$ cat src/rtl/uart_tx_fifo.sv
`timescale 1ns/1ps
// uart_tx_fifo: byte FIFO feeding an 8N1 UART transmitter on uart_rxd_out.
// Bytes pushed over valid/ready are sent LSB first, CLKS_PER_BIT sysclk cycles per bit.
module uart_tx_fifo #(
    parameter int CLKS_PER_BIT = 1250,
    parameter int DATA_WIDTH   = 8,
    parameter int FIFO_DEPTH   = 32,
    parameter int CNT_W        = $clog2(FIFO_DEPTH + 1)
) (
    input  logic                  sysclk,
    input  logic                  resetn,
    input  logic [DATA_WIDTH-1:0] s_data,
    input  logic                  s_valid,
    output logic                  s_ready,
    output logic                  uart_rxd_out,
    output logic                  tx_busy,
    output logic                  tx_done,
    output logic [CNT_W-1:0]      fifo_count
);
    localparam int PTR_W  = $clog2(FIFO_DEPTH);
    localparam int BAUD_W = $clog2(CLKS_PER_BIT);
    localparam int BIT_W  = (DATA_WIDTH > 1) ? $clog2(DATA_WIDTH) : 1;

    localparam logic [BAUD_W-1:0] BAUD_LAST = BAUD_W'(CLKS_PER_BIT - 1);
    localparam logic [BAUD_W-1:0] BAUD_PRE  = BAUD_W'(CLKS_PER_BIT - 2);
    localparam logic [BIT_W-1:0]  BIT_LAST  = BIT_W'(DATA_WIDTH - 1);
    localparam logic [CNT_W-1:0]  CNT_FULL  = CNT_W'(FIFO_DEPTH);

    typedef enum logic [1:0] {IDLE, START, DATA, STOP} state_t;

    logic [DATA_WIDTH-1:0] mem [FIFO_DEPTH];
    logic [PTR_W-1:0]      wr_ptr;
    logic [PTR_W-1:0]      rd_ptr;
    logic [CNT_W-1:0]      count_next;
    logic                  push;
    logic                  pop;
    logic                  avail;
    logic                  avail_q;

    state_t                state;
    logic [BAUD_W-1:0]     baud_cnt;
    logic [BIT_W-1:0]      bit_idx;
    logic [DATA_WIDTH-1:0] shreg;

    assign push = s_valid && s_ready;

    // The FSM sees occupancy one cycle late (no bypass); the live count guards a stale flag.
    assign avail = avail_q && (fifo_count != '0);

    always_comb begin
        pop = 1'b0;
        if (avail) begin
            if (state == IDLE) begin
                pop = 1'b1;
            end else if (state == STOP && baud_cnt == BAUD_LAST) begin
                pop = 1'b1;
            end
        end
    end

    always_comb begin
        count_next = fifo_count;
        if (push && !pop) begin
            count_next = fifo_count + CNT_W'(1);
        end else if (pop && !push) begin
            count_next = fifo_count - CNT_W'(1);
        end
    end

    always_ff @(posedge sysclk) begin
        if (push) begin
            mem[wr_ptr] <= s_data;
        end
    end

    always_ff @(posedge sysclk or negedge resetn) begin
        if (!resetn) begin
            wr_ptr     <= '0;
            rd_ptr     <= '0;
            fifo_count <= '0;
            s_ready    <= 1'b0;
            avail_q    <= 1'b0;
        end else begin
            if (push) begin
                wr_ptr <= wr_ptr + PTR_W'(1);
            end
            if (pop) begin
                rd_ptr <= rd_ptr + PTR_W'(1);
            end
            fifo_count <= count_next;
            s_ready    <= (count_next != CNT_FULL);
            avail_q    <= (fifo_count != '0);
        end
    end

    // Transmit FSM: the line level for each bit is registered on the edge that enters it.
    always_ff @(posedge sysclk or negedge resetn) begin
        if (!resetn) begin
            state        <= IDLE;
            baud_cnt     <= '0;
            bit_idx      <= '0;
            shreg        <= '0;
            uart_rxd_out <= 1'b1;
            tx_busy      <= 1'b0;
            tx_done      <= 1'b0;
        end else begin
            tx_done <= 1'b0;
            case (state)
                IDLE: begin
                    baud_cnt <= '0;
                    bit_idx  <= '0;
                    if (pop) begin
                        shreg        <= mem[rd_ptr];
                        state        <= START;
                        uart_rxd_out <= 1'b0;
                        tx_busy      <= 1'b1;
                    end
                end
                START: begin
                    if (baud_cnt == BAUD_LAST) begin
                        baud_cnt     <= '0;
                        bit_idx      <= '0;
                        state        <= DATA;
                        uart_rxd_out <= shreg[0];
                    end else begin
                        baud_cnt <= baud_cnt + BAUD_W'(1);
                    end
                end
                DATA: begin
                    if (baud_cnt == BAUD_LAST) begin
                        baud_cnt <= '0;
                        if (bit_idx == BIT_LAST) begin
                            state        <= STOP;
                            uart_rxd_out <= 1'b1;
                        end else begin
                            bit_idx      <= bit_idx + BIT_W'(1);
                            uart_rxd_out <= shreg[bit_idx + BIT_W'(1)];
                        end
                    end else begin
                        baud_cnt <= baud_cnt + BAUD_W'(1);
                    end
                end
                STOP: begin
                    tx_done <= (baud_cnt == BAUD_PRE);
                    if (baud_cnt == BAUD_LAST) begin
                        baud_cnt <= '0;
                        if (pop) begin
                            shreg        <= mem[rd_ptr];
                            state        <= START;
                            uart_rxd_out <= 1'b0;
                        end else begin
                            state   <= IDLE;
                            tx_busy <= 1'b0;
                        end
                    end else begin
                        baud_cnt <= baud_cnt + BAUD_W'(1);
                    end
                end
                default: begin
                    state        <= IDLE;
                    uart_rxd_out <= 1'b1;
                    tx_busy      <= 1'b0;
                end
            endcase
        end
    end

endmodule

$ cat config.mk
export PLATFORM = sky130hd
export DESIGN_NAME = uart_tx_fifo
export DESIGN_NICKNAME = d
export VERILOG_FILES = /design/src/rtl/uart_tx_fifo.sv
export SDC_FILE = /design/constraint.sdc
export NUM_CORES = 1
export LEC_CHECK = 0
export CORE_ASPECT_RATIO = 0.9
export CORE_MARGIN = 2
export CORE_UTILIZATION = 52
export DETAILED_ROUTE_END_ITERATION = 7
export PLACE_DENSITY = 0.69
export SLEW_MARGIN = 40
export SYNTH_ARGS = -nofsm -noshare
export SYNTH_HDL_FRONTEND = slang
export SYNTH_SLANG_ARGS = --single-unit
$ cat constraint.sdc
create_clock -name sysclk -period 4 [get_ports sysclk]
set_input_delay 1 -clock sysclk [delete_from_list [all_inputs] [get_ports sysclk]]
set_output_delay 1 -clock sysclk [all_outputs]
set_load 0.1 [all_outputs]
# Word level (Yosys, flattened, before mapping)
# Memories as Yosys holds them, arrays and structs flattened.
# Index checks and enable logic that the tools add are counted.
classes:
  n_mux: 36
  addsub: 6
  order_cmp: 1
  reduce_logical: 17
  n_eq_ne: 14
ops:
  columns: ["cell", "count"]
  rows:
  - ["equality test 11 bit, second input constant", 2]
  - ["case mux 11 bit (2 select lines)", 1]
  - ["2-to-1 mux 1 bit", 16]
  - ["2-to-1 mux 8 bit", 2]
  - ["case mux 8 bit (2 select lines)", 1]
  - ["2-to-1 mux 6 bit", 2]
  - ["!= test 2 bit, second input constant", 6]
  - ["adder 11 x 1 -> 11 bit, second input constant", 1]
  - ["2-to-1 mux 11 bit", 1]
  - ["adder 5 x 1 -> 5 bit, second input constant", 2]
  - ["2-to-1 mux 2 bit", 5]
  - ["2-to-1 mux 3 bit", 3]
  - ["case mux 3 bit (3 select lines)", 1]
  - ["case mux 2 bit (4 select lines)", 1]
  - ["AND reduction 4 bit", 2]
  - ["adder 6 x 1 -> 6 bit, second input constant", 1]
  - ["!= test 6 bit, second input constant", 1]
  - ["nonzero test 6 bit", 1]
  - ["subtractor 6 x 1 -> 6 bit, second input constant", 1]
  - ["logical AND 1 bit", 5]
  - ["AND reduction 5 bit", 1]
  - ["equality test 2 bit, second input constant", 2]
  - ["< comparator 3 x 4 -> 1 bit, second input constant", 1]
  - ["case mux 1 bit (4 select lines)", 1]
  - ["13 further kinds", 14]
totals:
  register_bits: 45
  mem_bits_rw: 256
  n_memories: 1
  wordCells: 87
  in_bits: 11
mem_list:
  columns: ["name", "words", "word_bits", "read_ports", "rd_ports_with_merged_regs", "wr", "line", "rtl"]
  rows:
  - ["mem", 32, 8, 1, 0, 1, "31", "logic [DATA_WIDTH-1:0] mem [FIFO_DEPTH];"]

# Depth between registers and ports, before layout
depth:
  depth_word: 9
  ltp_mapped: 10
  depth_no_buf: 9

# Worst setup path before layout
# No wires, ideal clock.
synth_timing:
  path_type: "flip-flop to flip-flop"
  start: "reg fifo_count[0]"
  end: "reg s_ready"
  stages_incl_launch_ff: 11
  period_less_slack_ps: 2800
  setup_time_ps: 137
  path_slack_ps: 1200
  arrival_time_ps: 2663
  required_ps: 3863
  path_cell_list: "dfrtp_1 > inv_1 > ha_1 > nor2b_1 > a21bo_2 > a21oi_2 > buf_4 > nand3_1 > o21ai_0 > a32o_1 > nand4b_1"
synth_between:
  elab_chain_len: 7
  elab_cells_between_ends: 11
synth_rtl:
  columns: ["item", "line", "rtl"]
  rows:
  - ["start: declaration", "18", "output logic [CNT_W-1:0] fifo_count"]
  - ["start signal: assignment", "90", "fifo_count <= count_next;"]
  - ["parallel branches: the longest is 5 deep, another holds subtractor 6 x 1 -> 6 bit", null, null]
  - ["2-to-1 mux 6 bit (*)", "63", "if (push && !pop) begin"]
  - ["!= test 6 bit (*)", "91", "s_ready <= (count_next != CNT_FULL);"]
  - ["end signal: assignment", "91", null]
  - ["end: declaration", "14", "output logic s_ready,"]
# Mark *: on every way between the ends.
# A chain may end at the register's enable or synchronous reset.

# Worst setup path after layout
layout_timing:
  start: "in s_valid"
  end: "mem mem[17][2] (enable)"
layout_between:
  elab_chain_len: 3
layout_rtl:
  columns: ["item", "line", "rtl"]
  rows:
  - ["start: declaration", "13", "input logic s_valid,"]
  - ["logical AND 1 bit", "45", "assign push = s_valid && s_ready;"]
  - ["2-to-1 mux 1 bit", "71", "if (push) begin"]
  - ["2-to-1 mux 1 bit (implied by the code)", "72", "mem[wr_ptr] <= s_data;"]
  - ["end: declaration", "31", null]
# Every way passes these cells.

==> impl_metrics.yaml <==
setup_path:
  worst_r2r_startpoint: "rd_ptr[0]"
  max_stage_delay_ns: 0.58
  worst_setup_path_start_kind: "input port"
  timing_worst_setup_path_type: "in2reg"
  crit-reg2reg-capture: "shreg[0]"
  rr_worst_depth: 5
  r2r_setup_slack_ns: 1.31
  critical_path_peak_fanout: 14
  cp_cell_sequence: "clkdlybuf4s50_1 -> and2_0 -> nand2_1 -> nor2_1 -> buf_4"
  crit_path_start: "s_valid"
  critical_path_required_ns: 4.25
  setup.worst_path.end_class: "flip-flop"
  arrival_worst_endpoint_ns: 3.04
  crit_path_top_delay_cell: "sky130_fd_sc_hd__and2_0"
  critPathCapture: "mem[17][2]"
clocking:
  clkTransAtPathRegs_ns: 0.06
  h_tree_level_count: 1
  numClockSinks: 301
  cts-buffers-inserted: 29
  post_cts.resized_instances: 0
  clkLatencyLatePin_ns: 0.55
  cts_buffer_depth: 3
  cts_tree: "done"
  root_buffer: "sky130_fd_sc_hd__clkbuf_16"
  postCtsSetupRepairBufs: 0
  cts-hold-fix-buffers: 0
floorplan:
  die_width_um: 166
  die_area_mm2: 0.0248
  num_io_pins: 21
  die_height_um: 149
  initial_utilization: 0.527
  rows: 53
  floorplan.core_area_mm2: 0.0232
timing:
  layout_setup_ws_ns: 1.21
  maxSlewViolCount: 0
  min_period_over_period: 0.698
  fmax_ghz: 0.358
  setup_viol: 0
  max_slew.worst_pin.slew_ns: 0.860
  largest_clock_skew_in_the_final_design_ns: 0.0113
  hold_violations: 0
  fin_tns_setup_ns: 0
  slew_headroom: 0.427
  post-route-min-period_ns: 2.79
  rsz_0062_raised_after_global_routing: "no"
synth:
  synth-edff-count: 256
  yosys-top-cells-area: "sky130_fd_sc_hd__edfxtp_1 63%, sky130_fd_sc_hd__mux4_2 15%, sky130_fd_sc_hd__dfrtp_1 9.0%, sky130_fd_sc_hd__nor2_1 1.9%, sky130_fd_sc_hd__ha_1 1.8%"
  synthFlopType: "sky130_fd_sc_hd__edfxtp_1"
  netlist.area_leader.share: 0.629
  post_synthesis_sequential_element_count: 301
  post_synthesis_cell_count: 636
  asyncSetResetFlopFracSynth: 0.150
  synth_top_cell_by_area: "sky130_fd_sc_hd__edfxtp_1"
  synthMostInstantiatedCell: "sky130_fd_sc_hd__edfxtp_1"
  syn_area_mm2: 0.0122
  netlist-cell-type-count: 49
  ys_warn_count: 0
  syn_nets: 665
  syn_area_per_cell_um2: 19.2
  seq_area_frac_synth: 0.721
  yosys-top-cells-count: "256 x sky130_fd_sc_hd__edfxtp_1, 82 x sky130_fd_sc_hd__mux4_2, 62 x sky130_fd_sc_hd__nor2_1, 44 x sky130_fd_sc_hd__dfrtp_1, 22 x sky130_fd_sc_hd__nand2_1"
layout:
  multiInputGateArea_mm2: 0.00322
  seq_area_mm2: 0.00882
  synthToLayoutAreaGrowth_pct: 13.3
  nets: 725
  final_design_area_no_fill_mm2: 0.0139
  num-fill-cells: 1648
  fraction_of_final_layout_cells_with_drive_strength_greater_than_1: 0.280
  diodes: 0
global_route:
  vias_in_the_first_global_route: 6413
  globalRouteTotalUtil: 0.220
  globalRoute.totalOverflow: 0
  antenna_found_initial: 1
  grt_start_max_net_pins: 46
  wire_length_of_the_first_global_routing_pass_um: 40400
route:
  detailedRoute.firstIterationViolations: 750
  detail_route.wirelength_um: 26200
  detailedRoute.firstPassIterationCount: 5
  detail_route.drc_violations: 0
  antenna_left: 0
  vias_per_cell: 6.09
  wl_per_cell_um: 25.7
  num_vias: 6210
place:
  globalplace.congestion: 0.830
  placed_instance_area_mm2: 0.0129
  preCtsSetupSlack_ns: 0.693
  portBuffers: 20
  place.detailed.hpwl_um: 16100
power_and_ir_drop:
  clkPwrFrac: 0.281
  pwr_per_cell_area_mw_per_mm2: 716
  power_frac_seq: 0.427
  power.internal_uw: 6730
  power.ir.vdd_worst_mv: 0.669
  comb_power_share: 0.292
  switching_share: 0.322
  switchingPower_uw: 3190
  power_leakage_uw: 0.00470
worst_hold_path:
  holdCritPathClass: "in2async"
status:
  run_status: "completed"
flow_run:
  drv_cap: 0
-- per-stage QoR --
step	util	power [uW]	std cells	hold WS (ns)
after floorplan	-	6340	636	0.470
after global placement	0.556	7110	967	0.488
after detailed placement	0.554	7160	967	0.493
after CTS	0.597	9960	1020	0.459
after global routing	0.597	10300	1020	0.487
final	0.597	9920	1020	0.452
-- sequential cells by signal (all words and copies together) (netlist names), 2 cells and up --
name / cells
mem: 256
baud_cnt: 11
shreg: 8
fifo_count: 6
rd_ptr: 5
wr_ptr: 5
bit_idx: 3
state: 2
-- layout make-up --
| type | instances | area share |
|---|---|---|
| Multi-Input combinational cell | 296 | 0.233 |
| Clock inverter | 22 | 0.0179 |
| Clock buffer | 31 | 0.0529 |
| Timing Repair Buffer | 57 | 0.0296 |
| Sequential cell | 301 | 0.637 |
| Inverter | 11 | 0.00298 |
| Tap cell | 302 | 0.0273 |
-- worst min path at each step --
stage | start | end | slack [ns] | depth (start not counted)
detailed placement | bit_idx[1] | bit_idx[1] | 0.49 | 1
global placement | bit_idx[1] | bit_idx[1] | 0.49 | 1
finish | resetn | fifo_count[0] | 0.45 | 1
CTS | resetn | fifo_count[0] | 0.46 | 1
floorplan | bit_idx[1] | bit_idx[1] | 0.47 | 1
global route | resetn | fifo_count[0] | 0.49 | 1
-- layout by cell type (no fill, tap or decap), types with 13 or more instances in the layout --
cell,count
sky130_fd_sc_hd__nand2_1,22
sky130_fd_sc_hd__xnor2_1,13
sky130_fd_sc_hd__mux4_2,82
sky130_fd_sc_hd__nor2_1,62
sky130_fd_sc_hd__clkbuf_16,29
sky130_fd_sc_hd__buf_2,18
sky130_fd_sc_hd__dfrtp_1,41
sky130_fd_sc_hd__ha_1,18
sky130_fd_sc_hd__edfxtp_1,256
sky130_fd_sc_hd__buf_4,36
-- critical path, delay by kind of cell --
family	cells	cell delay, ns
simple gates	3	1.37
buf+inv	2	0.66
-- logic make-up (layout without fill, tap and decap cells) --
group | after synthesis | after routing | synth area share
AOI/OAI and AO/OA | 31 | 31 | 0.0162
xor gates and xnor gates | 21 | 21 | 0.0150
adders and majority gates | 18 | 18 | 0.0184
buffers and inverters | 39 | 121 | 0.0162
DFF | 301 | 301 | 0.721
muxes | 98 | 98 | 0.165
and+or+nand+nor | 128 | 128 | 0.0489
-- metal layers --
metal	part of all wire	global-route usage	routed length, um	vias up
met1	0.43	0.321	11300	3252
li1	-	-	-	2648
met5	0.00050	0	13	-
met2	0.47	0.352	12400	270
met3	0.080	0.0421	2090	38
met4	0.018	0.0500	466	2
-- power by group through the flow --
stage	Combinational (uW)	Clock [uW]	Sequential, uW
after floorplan	2140	0	4200
after global placement	2850	0	4260
after detailed placement	2880	0	4290
after CTS	2890	2840	4230
after global routing	3070	2970	4290
final	2900	2790	4230
No activity file was read; power rests on OpenSTA's default activity.
